===== config.mk =====
export PLATFORM = sky130hd
export DESIGN_NAME = prmcu_uart_rx_fifo
export DESIGN_NICKNAME = d
export VERILOG_FILES = /design/src/rtl/prmcu_uart_pkg.sv /design/src/rtl/prmcu_sync_fifo.sv /design/src/rtl/prmcu_uart_rx_fifo.sv
export SDC_FILE = /design/constraint.sdc
export NUM_CORES = 1
export LEC_CHECK = 0
export ABC_AREA = 1
export ABC_CLOCK_PERIOD_IN_PS = 2570
export BUFFER_PORTS_ARGS = -buffer_cell sky130_fd_sc_hd__buf_2
export CAP_MARGIN = 20
export CORE_ASPECT_RATIO = 1.1
export CORE_UTILIZATION = 61
export DETAILED_ROUTE_END_ITERATION = 12
export PLACE_DENSITY = 0.8
export SYNTH_ARGS = -nofsm -noshare
export SYNTH_HDL_FRONTEND = slang
export SYNTH_SLANG_ARGS = --single-unit

===== constraint.sdc =====
create_clock -name clk -period 2.57 [get_ports clk]
set_input_delay 0.257 -clock clk [delete_from_list [all_inputs] [get_ports clk]]
set_output_delay 0.257 -clock clk [all_outputs]
set_load 0.01 [all_outputs]

===== src/rtl/prmcu_uart_pkg.sv =====
`timescale 1ns/1ps
// Shared types for the UART receive path: FSM state, FIFO entry layout, widths.
// Latency: n/a (types and constants only).
// Backpressure: n/a.
package prmcu_uart_pkg;

   localparam int DAT_W   = 9;
   localparam int NBITS_W = 4;
   localparam int NSTOP_W = 2;

   typedef enum logic [2:0] {
      ST_IDLE,
      ST_START,
      ST_DATA,
      ST_PARITY,
      ST_STOP
   } rx_state_e;

   typedef struct packed {
      logic             ferr;
      logic             perr;
      logic [DAT_W-1:0] dat;
   } rx_entry_t;

   localparam int ENTRY_W = $bits(rx_entry_t);

   // 2-of-3 vote used when majority sampling is built in
   function automatic logic maj3(input logic a, input logic b, input logic c);
      return (a & b) | (a & c) | (b & c);
   endfunction

endpackage


===== src/rtl/prmcu_sync_fifo.sv =====
`timescale 1ns/1ps
// Generic single-clock first-word-fall-through FIFO; rd_dat reads zero while empty.
// Latency: a written word is visible on rd_vld/rd_dat the cycle after the write.
// Backpressure: wr_rdy drops only when full and no read this cycle; rd_vld/rd_rdy handshake.
module prmcu_sync_fifo #(
   parameter int WIDTH = 8,
   parameter int DEPTH = 8
) (
   input  logic                     clk,
   input  logic                     rst_n,
   input  logic                     wr_vld,
   input  logic [WIDTH-1:0]         wr_dat,
   output logic                     wr_rdy,
   output logic                     rd_vld,
   output logic [WIDTH-1:0]         rd_dat,
   input  logic                     rd_rdy,
   output logic [$clog2(DEPTH):0]   level
);

   localparam int AW = $clog2(DEPTH);

   logic [WIDTH-1:0] mem [DEPTH];
   logic [AW-1:0]    wr_ptr;
   logic [AW-1:0]    rd_ptr;
   logic [AW:0]      count;
   logic             full;
   logic             wr_fire;
   logic             rd_fire;

   assign full    = (count == (AW+1)'(DEPTH));
   assign rd_vld  = (count != '0);
   // A pop frees the slot in the same cycle, so a full FIFO still accepts a write alongside a read
   assign wr_rdy  = !full || rd_rdy;
   assign wr_fire = wr_vld && wr_rdy;
   assign rd_fire = rd_vld && rd_rdy;
   assign rd_dat  = rd_vld ? mem[rd_ptr] : '0;
   assign level   = count;

   // Storage array, written at the tail
   always_ff @(posedge clk) begin
      if (wr_fire) begin
         mem[wr_ptr] <= wr_dat;
      end
   end

   // Pointer and occupancy bookkeeping
   always_ff @(posedge clk or negedge rst_n) begin
      if (!rst_n) begin
         wr_ptr <= '0;
         rd_ptr <= '0;
         count  <= '0;
      end else begin
         if (wr_fire) begin
            wr_ptr <= wr_ptr + AW'(1);
         end
         if (rd_fire) begin
            rd_ptr <= rd_ptr + AW'(1);
         end
         case ({wr_fire, rd_fire})
            2'b10:   count <= count + (AW+1)'(1);
            2'b01:   count <= count - (AW+1)'(1);
            default: count <= count;
         endcase
      end
   end

endmodule


===== src/rtl/prmcu_uart_rx_fifo.sv =====
`timescale 1ns/1ps
// UART receiver (oversampled, 5..9 data bits, optional parity, 1..2 stop bits) feeding a FWFT receive FIFO.
// Latency: a word appears on out_vld_o one clk after its last stop-bit sample.
// Backpressure: out_vld_o/out_rdy_i handshake; a frame completing into a full FIFO is dropped and sets sticky overrun_o.
// Build option: define PRMCU_UART_RX_MAJORITY_EN for 2-of-3 majority voting around mid-bit.
module prmcu_uart_rx_fifo
   import prmcu_uart_pkg::*;
#(
   parameter int OVERSAMPLE = 16,
   parameter int FIFO_DEPTH = 8,
   parameter int DIV_W      = 16
) (
   input  logic                          clk,
   input  logic                          rst_n,
   input  logic                          rx_en,
   input  logic [NBITS_W-1:0]            n_data_bits_i,
   input  logic                          n_parity_bits_i,
   input  logic                          parity_odd_i,
   input  logic [NSTOP_W-1:0]            n_stop_bits_i,
   input  logic [DIV_W-1:0]              clk_divider_i,
   input  logic                          rx_i,
   output logic [DAT_W-1:0]              out_dat_o,
   output logic                          out_perr_o,
   output logic                          out_ferr_o,
   output logic                          out_vld_o,
   input  logic                          out_rdy_i,
   output logic                          overrun_o,
   input  logic                          overrun_clr_i,
   output logic [$clog2(FIFO_DEPTH):0]   fifo_level_o,
   output logic                          busy_o
);

   localparam int PH_W = $clog2(OVERSAMPLE);
   localparam logic [PH_W-1:0] PH_LAST = PH_W'(OVERSAMPLE - 1);
   localparam logic [PH_W-1:0] PH_MID  = PH_W'(OVERSAMPLE / 2);
`ifdef PRMCU_UART_RX_MAJORITY_EN
   localparam logic [PH_W-1:0] PH_EARLY = PH_W'(OVERSAMPLE / 2 - 1);
   // Decide one tick after mid-bit, once the third vote is available
   localparam logic [PH_W-1:0] PH_DEC   = PH_W'(OVERSAMPLE / 2 + 1);
`else
   localparam logic [PH_W-1:0] PH_DEC   = PH_MID;
`endif

   rx_state_e            state;
   logic                 rx_s1, rx_s2, rx_prev;
   logic [DIV_W-1:0]     div_cnt, div_lat;
   logic [PH_W-1:0]      ph, ph_inc;
   logic                 tick, samp_evt, bit_val, start_go;
   logic [NBITS_W-1:0]   nbits_lat, bit_cnt;
   logic [NSTOP_W-1:0]   nstop_lat;
   logic                 par_en_lat, par_odd_lat, stop_cnt;
   logic [DAT_W-1:0]     data_q;
   logic                 perr_q, ferr_q;
   logic                 last_data, last_stop, push, fifo_wr_rdy;
   rx_entry_t            push_entry, head_entry;

   // Two-flop synchroniser plus one history flop for falling-edge detection; idle line is high
   always_ff @(posedge clk or negedge rst_n) begin
      if (!rst_n) begin
         rx_s1   <= 1'b1;
         rx_s2   <= 1'b1;
         rx_prev <= 1'b1;
      end else begin
         rx_s1   <= rx_i;
         rx_s2   <= rx_s1;
         rx_prev <= rx_s2;
      end
   end

   assign start_go = (state == ST_IDLE) && rx_en && rx_prev && !rx_s2;
   assign tick     = (state != ST_IDLE) && (div_cnt == '0);
   assign ph_inc   = (ph == PH_LAST) ? '0 : ph + PH_W'(1);
   assign samp_evt = tick && (ph_inc == PH_DEC);

`ifdef PRMCU_UART_RX_MAJORITY_EN
   logic maj_a, maj_b;

   // Capture the two earlier votes; the third is the live synchronised line at the decision tick
   always_ff @(posedge clk or negedge rst_n) begin
      if (!rst_n) begin
         maj_a <= 1'b1;
         maj_b <= 1'b1;
      end else if (tick) begin
         if (ph_inc == PH_EARLY) maj_a <= rx_s2;
         if (ph_inc == PH_MID)   maj_b <= rx_s2;
      end
   end

   assign bit_val = maj3(maj_a, maj_b, rx_s2);
`else
   assign bit_val = rx_s2;
`endif

   // Tick generator: one-clk pulse every clk_divider+1 clks, plus tick phase within the current bit
   always_ff @(posedge clk or negedge rst_n) begin
      if (!rst_n) begin
         div_cnt <= '0;
         div_lat <= '0;
         ph      <= '0;
      end else if (start_go) begin
         div_cnt <= clk_divider_i;
         div_lat <= clk_divider_i;
         ph      <= '0;
      end else if (tick) begin
         div_cnt <= div_lat;
         ph      <= ph_inc;
      end else if (state != ST_IDLE) begin
         div_cnt <= div_cnt - DIV_W'(1);
      end
   end

   assign last_data = (bit_cnt == nbits_lat - NBITS_W'(1));
   assign last_stop = (nstop_lat != NSTOP_W'(2)) || stop_cnt;
   assign push      = samp_evt && (state == ST_STOP) && last_stop && rx_en;

   // Entry built from the registered fields plus the final stop-bit vote of this cycle
   always_comb begin
      push_entry      = '0;
      push_entry.ferr = ferr_q | ~bit_val;
      push_entry.perr = perr_q;
      push_entry.dat  = data_q;
   end

   // Frame FSM: start validation, LSB-first shift-in, parity check, stop-bit framing check
   always_ff @(posedge clk or negedge rst_n) begin
      if (!rst_n) begin
         state       <= ST_IDLE;
         nbits_lat   <= '0;
         nstop_lat   <= '0;
         par_en_lat  <= 1'b0;
         par_odd_lat <= 1'b0;
         bit_cnt     <= '0;
         stop_cnt    <= 1'b0;
         data_q      <= '0;
         perr_q      <= 1'b0;
         ferr_q      <= 1'b0;
      end else if (!rx_en) begin
         state <= ST_IDLE;
      end else begin
         case (state)
            ST_IDLE: begin
               if (start_go) begin
                  state       <= ST_START;
                  nbits_lat   <= n_data_bits_i;
                  nstop_lat   <= n_stop_bits_i;
                  par_en_lat  <= n_parity_bits_i;
                  par_odd_lat <= parity_odd_i;
                  bit_cnt     <= '0;
                  stop_cnt    <= 1'b0;
                  data_q      <= '0;
                  perr_q      <= 1'b0;
                  ferr_q      <= 1'b0;
               end
            end
            ST_START: begin
               if (samp_evt) state <= bit_val ? ST_IDLE : ST_DATA;
            end
            ST_DATA: begin
               if (samp_evt) begin
                  data_q[bit_cnt] <= bit_val;
                  bit_cnt         <= bit_cnt + NBITS_W'(1);
                  if (last_data) state <= par_en_lat ? ST_PARITY : ST_STOP;
               end
            end
            ST_PARITY: begin
               if (samp_evt) begin
                  perr_q <= (^data_q) ^ bit_val ^ par_odd_lat;
                  state  <= ST_STOP;
               end
            end
            ST_STOP: begin
               if (samp_evt) begin
                  ferr_q   <= ferr_q | ~bit_val;
                  stop_cnt <= 1'b1;
                  if (last_stop) state <= ST_IDLE;
               end
            end
            default: state <= ST_IDLE;
         endcase
      end
   end

   // Sticky overrun: a completed frame the FIFO could not take; a new drop beats a clear
   always_ff @(posedge clk or negedge rst_n) begin
      if (!rst_n) begin
         overrun_o <= 1'b0;
      end else if (push && !fifo_wr_rdy) begin
         overrun_o <= 1'b1;
      end else if (overrun_clr_i) begin
         overrun_o <= 1'b0;
      end
   end

   prmcu_sync_fifo #(
      .WIDTH (ENTRY_W),
      .DEPTH (FIFO_DEPTH)
   ) u_fifo (
      .clk    (clk),
      .rst_n  (rst_n),
      .wr_vld (push),
      .wr_dat (push_entry),
      .wr_rdy (fifo_wr_rdy),
      .rd_vld (out_vld_o),
      .rd_dat (head_entry),
      .rd_rdy (out_rdy_i),
      .level  (fifo_level_o)
   );

   assign out_dat_o  = head_entry.dat;
   assign out_perr_o = head_entry.perr;
   assign out_ferr_o = head_entry.ferr;
   assign busy_o     = (state != ST_IDLE);

endmodule


==> metrics <==
CP Max Fanout 6; leading area contributor after synthesis edfxtp_1; Clk pwr share between 20% and 30%; hold path depth 3; vias in the first global route 6039; layout cells sized above 1 approximately 16%; First-pass DRT Iterations 5; Syn Inst Count about 900; RD Place Congestion 0.897; Synth area leaders edfxtp_1 32%, dfrtp_1 23%, nand2_1 8.4%; Post-Syn Nets 943; Iteration-0 DRC Markers 531; number of H-tree levels 4; Wirelength per Cell around 15 um; final worst-path cycle share 92.7%; Pleak 3.93 nW; ys flop type edfxtp_1; first-pass GRT wire length 28600 um; Worst Reg-to-Reg Cells 13; gr usage total 26.8%; status complete, no violations; CTS tree yes; FP Rows 44; Rel. slew slack 54.5%; CP startpoint kind register; diodes inserted 0; PD cells 945 nW/um^2; initial core utilization 62.2%; most common library cells after synthesis 184 x nand2_1, 161 x nor2_1, 88 x edfxtp_1; crit path DAT 2.70 ns; Hold Startpoint n_stop_bits_i[0]; Port Buffer Count 47; switching pwr 3.22 mW; grt ovf 0; post-synthesis sequential area ratio 55.9%; min cycle time layout ~2.4 ns; Setup CP Type register to register; distinct cell type count after synthesis 42; Die ar. 13900 um^2; worst r2r src ph[1]; Layout Nets 1001; largest net degree at the start of global routing 52; Min-Delay Path Class input pin to register; Synth Area per Inst a little over 9 um^2; Power Total 8.77 mW; worst skew pair latency 0.43 ns; CP Capture Type register; Fillers 991; Hold Fails Final Rpt 0; # DRC 0; Critical Path RT 2.89 ns; Synth async-reset ratio 46.7%; Hold EP nstop_lat[0]; Root Driver clkbuf_16; r2r endpoint u_fifo.level[1]; core area 13200 um^2; clock tree buffer depth 2; Max Fclk 420 MHz; Die Wd ~110 um; number of synthesized register bits 165; Max-Cap Viols 0; Top Ports 48; Post-Route Setup TNS 0 ns; synth-to-layout area growth 13.3%; die span in y ~120 um; Clock Pin Slew Worst Setup and Hold Paths 0.07 ns; count leader, synth nand2_1; Synth warnings 0; Reg power frac 38.4%; Logic pwr share 33.5%; Fin Clk Skew around 0.008 ns; Vias 6326; DP HPWL about 12000 um; VDD IR max 0.577 mV; final antenna-violating net count 0; CTS Buf Count 17; synthesized cell area 8190 um^2; Sink Count around 170; final setup violation count 0; Routed WL roughly 17000 um; EDFF count, synth 88; switch share 36.8%; top cell type's share of synthesized area 32.3%; Final Slew Violations 0; worst slew pin tran 0.683 ns; number of vias per cell 5.59; Worst R2R Setup Slack 0.19 ns; antenna violations before repair 0; Int Pwr 5.54 mW
[worst max-delay path: stages (launching register included)]
cell and delay [ns]:
dfrtp_2 0.44, ha_1 0.21, nand2_1 0.10, nand3_1 0.10, nand2_1 0.11, nand3_2 0.12, nor2_4 0.13, nand3_4 0.12
ha_4 0.20, nand2_1 0.05, inv_1 0.05, nor2_1 0.14, ha_1 0.25, mux2_2 0.25
[layer usage]
| metal | track usage, % | part of all wire [%] | vias to the layer above |
|---|---|---|---|
| met3 | 5.00 | 4.7 | 35 |
| met1 | 32.7 | 43 | 2942 |
| met4 | 12.5 | 2.5 | 0 |
| met5 | 0 | 0 | - |
| li1 | - | - | 3146 |
| met2 | 46.5 | 50 | 203 |
[how the worst max path moves through the flow]
stage	from	endpoint	slack, ns	cells after the start
6_report	ph[1]	u_fifo.level[1]	0.19	13
5_1_grt	ph[1]	u_fifo.level[3]	-0.01	16
4_1_cts	ph[0]	u_fifo.level[1]	0.09	13
3_5_place_dp	ph[0]	u_fifo.level[1]	0.1	13
3_3_place_gp	ph[0]	u_fifo.level[1]	0.19	13
2_1_floorplan	ph[0]	u_fifo.level[1]	0.24	13
[power by group through the flow]
stage               clock [mW]  sequential (mW)  combinational [mW]
finish                    2.46             3.37                2.94
global route              2.58             3.42                3.33
CTS                       2.48             3.36                2.92
detailed placement           0             3.41                2.88
global placement             0             3.39                2.82
floorplan                    0             3.37                2.09
[cell type report]
cell class	count	area, um^2	share of cell area [%]
sequential	165	4570	49.3
inverter	74	283	3.05
tap	161	201	2.17
timing repair buffer	73	438	4.72
multi-input combinational	626	3210	34.6
clock inverter	14	139	1.50
clock buffer	18	429	4.63
[timing repair]
action	in CTS	in global routing
resized for setup	0	9
endpoints found under the setup margin	0	3
hold endpoints to repair	48	0
hold buffers	2	0
buffers inserted	0	1
[sequential cells by signal, indices dropped and copies added, names as in the netlist, 2 cells and up]
signal / cells
bit_cnt: 4
data_q: 9
div_cnt: 16
div_lat: 16
nbits_lat: 4
nstop_lat: 2
ph: 4
state: 3
u_fifo.level: 4
u_fifo.mem: 88
u_fifo.rd_ptr: 3
u_fifo.wr_ptr: 3
[layout by cell type, fill, tap and decap left out, types with 17 or more instances in the layout]
cell type,Yosys,final
a21oi_1,24,23
buf_2,6,46
buf_4,1,25
clkbuf_16,0,17
dfrtp_1,74,73
edfxtp_1,88,88
inv_1,65,65
nand2_1,184,184
nand3_1,41,40
nand4_1,18,18
nor2_1,161,159
o21ai_0,67,67
o21ai_1,26,26
o32ai_1,22,22
[cell families after synthesis]
family / after synthesis / synth area share [%]
AO/OA/AOI/OAI: 150 / 10.5
XOR/XNOR: 17 / 1.82
adder cells (fa/ha/maj): 14 / 2.14
buffers and inverters: 108 / 5.42
flip-flops: 165 / 55.9
multiplexers: 4 / 0.550
AND/OR/NAND/NOR: 441 / 23.7
[per-stage QoR]
stage / setup WS (ns) / utilization, % / hold WS, ns / cell area, um^2 / cells
floorplan: 0.245 / - / -0.0386 / 8190 / 899
global placement: 0.192 / 65.7 / 0.332 / 8640 / 1096
detailed placement: 0.0990 / 65.7 / 0.340 / 8640 / 1096
CTS: 0.0927 / 70.1 / 0.0147 / 9230 / 1130
global route: -0.0101 / 70.5 / 0.0373 / 9280 / 1131
finish: 0.187 / 70.5 / 0.0253 / 9280 / 1131
No activity file was read; power rests on OpenSTA's default activity.
